### src/rtl/xt_mem_bridge.sv
// 8088 bus to SDRAM controller bridge: conventional RAM / EMS frame decode,
// one 16-bit word request per byte access, optional one-deep write posting.
module xt_mem_bridge #(
  parameter int unsigned PAGE_BITS     = 7,
  parameter int unsigned EMS_PAGES     = 4,
  parameter logic [15:0] RESERVED_MASK = 16'h8800,
  parameter bit          POST_WRITES   = 1'b1
) (
  input  logic                     clock,
  input  logic                     reset,
  input  logic                     enable_sdram,
  input  logic [19:0]              address,
  input  logic [7:0]               internal_data_bus,
  output logic [7:0]               data_bus_out,
  input  logic                     memory_read_n,
  input  logic                     memory_write_n,
  output logic                     memory_access_ready,
  output logic                     ram_address_select_n,
  input  logic                     ems_enable,
  input  logic [3:0]               ems_frame,
  input  logic [4*PAGE_BITS-1:0]   map_ems,
  output logic [PAGE_BITS+13:0]    mem_address,
  output logic [15:0]              mem_write_data,
  output logic [1:0]               mem_byte_enable,
  output logic                     mem_write_req,
  output logic                     mem_read_req,
  input  logic                     mem_ack,
  input  logic [15:0]              mem_read_data
);
  localparam int unsigned PA_W = PAGE_BITS + 15;

  typedef enum logic [1:0] {IDLE, READ, WRITE} state_t;
  state_t state, state_next;

  logic                 served;
  logic [1:0]           window;
  logic [PAGE_BITS-1:0] ems_page;
  logic                 ems_hit, selected, strobe, is_write, start;
  logic [PA_W-1:0]      phys;

  assign window = address[15:14];

  always_comb begin
    ems_page = '0;
    for (int unsigned i = 0; i < 4; i++)
      if (window == i[1:0]) ems_page = map_ems[i*PAGE_BITS +: PAGE_BITS];
  end

  assign ems_hit = ems_enable && (address[19:16] == ems_frame) && ({30'd0, window} < EMS_PAGES);

  always_comb begin
    phys = '0;
    if (ems_hit) phys = {1'b1, ems_page, address[13:0]};
    else         phys[19:0] = address;
  end

  // An EMS hit overrides the reserved-segment mask.
  assign selected             = enable_sdram & (ems_hit | ~RESERVED_MASK[address[19:16]]);
  assign ram_address_select_n = ~selected;
  assign strobe               = ~memory_read_n | ~memory_write_n;
  assign is_write             = ~memory_write_n;
  assign start                = selected & strobe & ~served & (state == IDLE);
  assign memory_access_ready  = ~(selected & strobe) | served;

  always_ff @(posedge clock) begin
    if (reset) state <= IDLE;
    else       state <= state_next;
  end

  always_comb begin
    state_next = state;
    unique case (state)
      IDLE:        if (start) state_next = is_write ? WRITE : READ;
      READ, WRITE: if (mem_ack) state_next = IDLE;
      default:     state_next = IDLE;
    endcase
  end

  always_comb begin
    mem_read_req  = (state == READ);
    mem_write_req = (state == WRITE);
  end

  always_ff @(posedge clock) begin
    if (reset) begin
      served          <= 1'b0;
      mem_address     <= '0;
      mem_write_data  <= '0;
      mem_byte_enable <= '0;
      data_bus_out    <= '0;
    end else begin
      if (start) begin
        mem_address     <= phys[PA_W-1:1];
        mem_byte_enable <= address[0] ? 2'b10 : 2'b01;
        if (is_write) mem_write_data <= {internal_data_bus, internal_data_bus};
      end
      if (state == READ && mem_ack)
        data_bus_out <= address[0] ? mem_read_data[15:8] : mem_read_data[7:0];
      // served only latches while a strobe is held, so an abandoned cycle completes silently
      if (!strobe)
        served <= 1'b0;
      else if (start && is_write && POST_WRITES)
        served <= 1'b1;
      else if (mem_ack && (state == READ || (state == WRITE && !POST_WRITES)))
        served <= 1'b1;
    end
  end
endmodule

### config.mk
export PLATFORM = sky130hd
export DESIGN_NAME = xt_mem_bridge
export DESIGN_NICKNAME = d
export VERILOG_FILES = /design/src/rtl/xt_mem_bridge.sv
export SDC_FILE = /design/constraint.sdc
export NUM_CORES = 1
export LEC_CHECK = 0
export CORE_MARGIN = 5
export CORE_UTILIZATION = 30
export DETAILED_ROUTE_END_ITERATION = 12
export PLACE_DENSITY = 0.67
export SYNTH_ARGS = -nofsm -noshare
export SYNTH_HDL_FRONTEND = slang
export SYNTH_SLANG_ARGS = --single-unit
### constraint.sdc
create_clock -name clock -period 1.7 [get_ports clock]
set_clock_uncertainty 0.05 [all_clocks]
set_input_delay 0.17 -clock clock [delete_from_list [all_inputs] [get_ports clock]]
set_output_delay 0.17 -clock clock [all_outputs]
set_load 0.005 [all_outputs]
Word-level counts from Yosys, hierarchy flattened
Memories as Yosys holds them, arrays and structs flattened.
Index checks and enable logic that the tools add are counted.
W data, S select, Z words.
- bitwise logic cells: 14
- eq/ne operators: 8
- reduce and logical (&&, ||, !) cells: 10
- $lt $le $gt $ge: 1
- multiplexer cells: 15
- operator list (cell ; number):
    $mux W7 ; 4
    $mux W20 ; 1
    $mux W2 ; 5
    $mux W8 ; 1
    $not A1 Y1 ; 7
    $eq A2 B2 Y1 const B ; 3
    $lt A4 B5 Y1 const B ; 1
    $and A1 B1 Y1 ; 4
    $eq A2 B1 Y1 const B ; 2
    $eq A4 B4 Y1 ; 1
    $logic_not A2 Y1 ; 2
    $ne A2 B2 Y1 const B ; 2
    $pmux W2 S2 ; 1
    $reduce_and A2 Y1 ; 2
    $reduce_or A2 Y1 ; 2
    $logic_and A1 B1 Y1 ; 3
    $mux W1 ; 3
    $or A1 B1 Y1 ; 3
    $reduce_bool A2 Y1 ; 1
- flip-flop bits (word level): 50
- output and inout port bits: 51
- memories: 1
- logic and storage cells: 55
- bits in read-only memories: 16
- memory list (memory ; depth ; bits a word ; rd ports ; clocked after memory_dff ; write ports ; RTL line ; text):
    (name not given) ; 16 ; 1 ; 1 ; 0 ; 0 ; 58 ; assign selected = enable_sdram & (ems_hit | ~RESERVED_MASK[address[19:16]]);

Longest topological paths before layout
- depth in word-level cells: 10
- mapped depth: 7
- mapped depth without buffers: 6

Least setup slack after synthesis
No wires, ideal clock.
- kind: reg2reg
- start: register state[1]
- end: register data_bus_out[6]
- data arrival time: 1391 ps
- slack: 173 ps
- cell stages (with the launch flop): 8
- buffers on the path: 2
- library setup time: 86 ps
- path through: dfxtp_1 -> inv_1 -> ha_1 -> and2_1 -> clkbuf_1 -> clkbuf_1 -> nor2_1 -> a211oi_1
- cells in the longest elaborated chain, start to end: 2
- ends and longest elaborated chain (element ; RTL line ; text):
    start, declared ; 33 ; state_t state, state_next;
    start signal, assigned ; 67 ; else state <= state_next;
    $eq A2 B1 Y1 ; n/a ;
    named net mem_read_req ; 26 ; output logic mem_read_req,
    $logic_and A1 B1 Y1 ; 97 ; if (state == READ && mem_ack)
    end signal, assigned ; 98 ; data_bus_out <= address[0] ? mem_read_data[15:8] : mem_read_data[7:0];
    end, declared ; 14 ; output logic [7:0] data_bus_out,
The timed path passes the listed nets, and every way through them passes these cells.
A chain may end at the register's enable or synchronous reset.

Worst setup path in the final report
- start: register state[0]
- end: register mem_address[15]
- cells in the longest elaborated chain, start to end: 2
- ends and longest elaborated chain (element ; RTL line ; text):
    $logic_not A2 Y1 ; 62 ; assign start = selected & strobe & ~served & (state == IDLE);
    $and A1 B1 Y1 ; 62 ;
    end signal, assigned ; 93 ; mem_address <= phys[PA_W-1:1];
    end, declared ; 22 ; output logic [PAGE_BITS+13:0] mem_address,
No other way between the ends.

==> metrics.md <==
| Metric | Value |
|---|---|
| WHS | `0.385 ns` |
| Clock Sinks | `42` |
| I/O pins | `134` |
| Status | `complete, no violations` |
| Count of cell types in the netlist | `38` |
| Clk Tree Root Cell | `clkbuf_8` |
| R2r startpoint | `state[0]` |
| Die outline width | `95.1 um` |
| Max-Cap Viols | `0` |
| Latest clock arrival within the worst-skew pair | `0.28 ns` |
| Rows | `31` |
| R2r endpoint | `mem_address[15]` |
| Post-synthesis sequential area ratio | `38.7%` |
| Unrepaired setup endpoints after global routing | `yes` |
| Starting Density | `30.5%` |
| Synth Cell Area | `2170 um2` |
| Area of placed instances | `3720 um2` |
| Clk buf depth | `2` |
| PwrDens | `694 nW/um2` |
| Worst slew pin tran | `0.325 ns` |
| WP data required | `1.85 ns` |
| R2r setup slk | `0.05 ns` |
| Most area-consuming cells after synthesis | `dfxtp_1, mux2i_1, mux4_2` |
| CP arrival | `1.79 ns` |
| Port Buffer Count | `133` |
| # DRC | `0` |
| Number of hold violations in the final report | `0` |
| Pin count of the biggest net entering global routing | `19` |
| Final cell count without fillers | `478` |
| Critical path type | `register to register` |
| Syn avg cell area | `9.83 um2` |
| Final ANT Viol Nets | `0` |
| PnR worst setup slack | `0.0533 ns` |
| Area leader, netlist | `dfxtp_1` |
| WL/cell | `14.0 um` |
| Vias per cell | `4.51` |
| Die area | `9050 um2` |
| Crit end category | `register` |
| DRT iter0 DRCs | `52` |
| Final wirelength | `6700 um` |
| Chip height | `95.1 um` |
| H-tree level count | `2` |
| Final Max Slew Viols | `0` |
| Hold_buf cts | `0` |
| Critical Path Fanout Max | `8` |
| CORE AREA | `7140 um2` |
| Ys Warns | `0` |
| Share of cells above drive strength 1 | `19.5%` |
| Final instance area | `3990 um2` |
| Leakage power | `1.55 nW` |
| Crit path launch type | `register` |
| Peak supply drop | `0.000406 V` |
| Reg2reg path depth | `9` |
| Syn_nets | `307` |
| Dpl cells | `458` |
| Worst hold path startpoint | `internal_data_bus[2]` |
| Hold EP | `mem_write_data[10]` |
| Fmax | `607 MHz` |
| DR pass1 iterations | `4` |
| RD Place Congestion | `0.799` |
| Post-Place Worst Slack | `-0.355 ns` |
| CTS tree | `built` |
| Met2 Use GR | `23.6%` |
| M1 GR Usage | `17.2%` |
| Clock buffer count from CTS | `5` |
| GRT Total Usage | `13.9%` |
| Post-synth top area share | `38.7%` |
| Hold Path Depth | `3` |
| Fin nets | `464` |
| N_diodes | `0` |
| Register bit total from synthesis | `42` |
| Period minus WS final | `1.65 ns` |
| Final period utilization | `96.9%` |
| Grt total ovfl | `0` |
| Post-Synthesis Cells | `221` |
| Final setup violation count | `0` |
| Met3 Track Usage GR | `4.66%` |
| Global-route wire length before repair | `10100 um` |
| Area delta synth->final | `83.5%` |
| Initial antenna violation count | `0` |
| Vias in the first global route | `2132` |
| Hold WC Path Type | `input port to register` |
| Worst-path clk slew | `0.08 ns` |
| Top Usage Layer GRT | `met2` |
| Total number of vias | `2155` |
| Detailed placement HPWL | `5260 um` |
| Max-slew headroom | `78.2%` |
-- registers in the layout (all words and copies together) (netlist names) --
register         flops
data_bus_out         8
mem_byte_enable      2
mem_write_data       8
state                2
served               1
mem_address         21
-- kinds of logic (layout without fill, tap and decap cells) --
kind of cell	Yosys count	count (layout)	share of synthesized area, %
compound gates	27	27	10.9
xor+xnor	5	5	3.40
fa+ha+maj	3	3	1.73
buf+inv	26	184	7.31
flops	42	42	38.7
mux	38	38	21.0
simple gates	80	80	17.0
-- worst max-delay path, cell delays in order, from the launching register on --
cell      delay [ns]
dfxtp_2         0.36
inv_4           0.05
ha_4            0.16
buf_6           0.11
nand4b_1        0.15
o21ai_4         0.11
buf_12          0.15
buf_8           0.13
buf_4           0.13
a311oi_2        0.18
-- cell usage after synthesis --
library cell  instances
ha_1                  3
buf_4                10
o21ai_0               2
and4_1                1
nor3b_1               1
nor3_1                1
o32ai_1               1
a21oi_1               3
a311oi_2              4
a311oi_1              1
nand4_1               2
and3_1                1
o31ai_1               1
dfxtp_1              42
nand4b_1              2
nand2_1              33
nand2b_1              1
mux4_2                6
a211oi_1              8
and2_1                3
a2bb2oi_1             1
mux2i_1              32
nor2b_1               3
nand3_1               1
buf_6                 3
and4b_1               1
nand4_4               1
o22ai_1               1
o21ai_1               1
buf_2                 1
o21ai_2               2
nor2_1               29
o32ai_2               1
xor2_1                1
xnor2_2               4
inv_1                 3
clkbuf_1              9
a211oi_2              1
-- worst max-delay path by stage --
stage | start | to | slack (ns) | cells past startpoint
after floorplan | state[1] | data_bus_out[6] | 0.17 | 7
after global placement | address[17] | memory_access_ready | -0.34 | 6
after detailed placement | address[16] | mem_address[18] | -0.36 | 8
after CTS | enable_sdram | mem_address[2] | 0.04 | 8
after global routing | served | mem_address[16] | -0.07 | 8
final | state[0] | mem_address[15] | 0.05 | 9
-- stage by stage --
step | setup TNS (ns) | power [mW] | util, %
after global placement | -9.83 | 1.92 | 52.2
after floorplan | 0 | 1.47 | -
after CTS | 0 | 2.71 | 53.7
final | 0 | 2.77 | 55.9
after detailed placement | -10.66 | 1.94 | 52.2
after global routing | -0.488 | 2.93 | 55.9
-- timing repair --
action | in CTS | in global routing
resized for setup | 12 | 21
pin swaps | 5 | 6
endpoints found under the setup margin | 23 | 21
buffers inserted | 0 | 12
-- cell usage in the layout, fill, tap and decap left out, types with 2 or more instances in the layout --
master / n
a211oi_1: 8
a21oi_1: 3
a311oi_2: 4
and2_1: 3
buf_12: 3
buf_4: 32
buf_6: 3
buf_8: 2
clkbuf_1: 2
clkbuf_8: 5
clkdlybuf4s50_1: 122
dfxtp_1: 39
dfxtp_2: 3
dlygate4sd2_1: 10
ha_1: 2
mux2i_1: 32
mux4_2: 6
nand2_1: 32
nand4_1: 2
nand4b_1: 2
nor2_1: 28
nor2b_1: 3
o21ai_0: 2
o21ai_4: 2
xnor2_2: 4
-- layer usage --
layer  vias to the layer above  wire length, um
met5                         -                0
met4                         0               64
met3                         6              617
met2                        80             3320
met1                       991             2690
li1                       1078                -
-- layout make-up --
type                            instances  area, um2
Multi-Input combinational cell        153       1210
Clock buffer                            7       76.3
Sequential cell                        42        845
Fill cell                             689       3150
Inverter                                3       13.8
Tap cell                               99        124
Timing Repair Buffer                  173       1690
Clock inverter                          1       30.0
-- report_power, final --
part | leakage (nW) | internal (mW) | switching (mW) | total [mW]
registers | 0.344 | 1.06 | 0.0400 | 1.10
clock network | 0.0524 | 0.440 | 0.328 | 0.768
logic | 1.15 | 0.582 | 0.322 | 0.904
(Power assumes the default switching activity.)
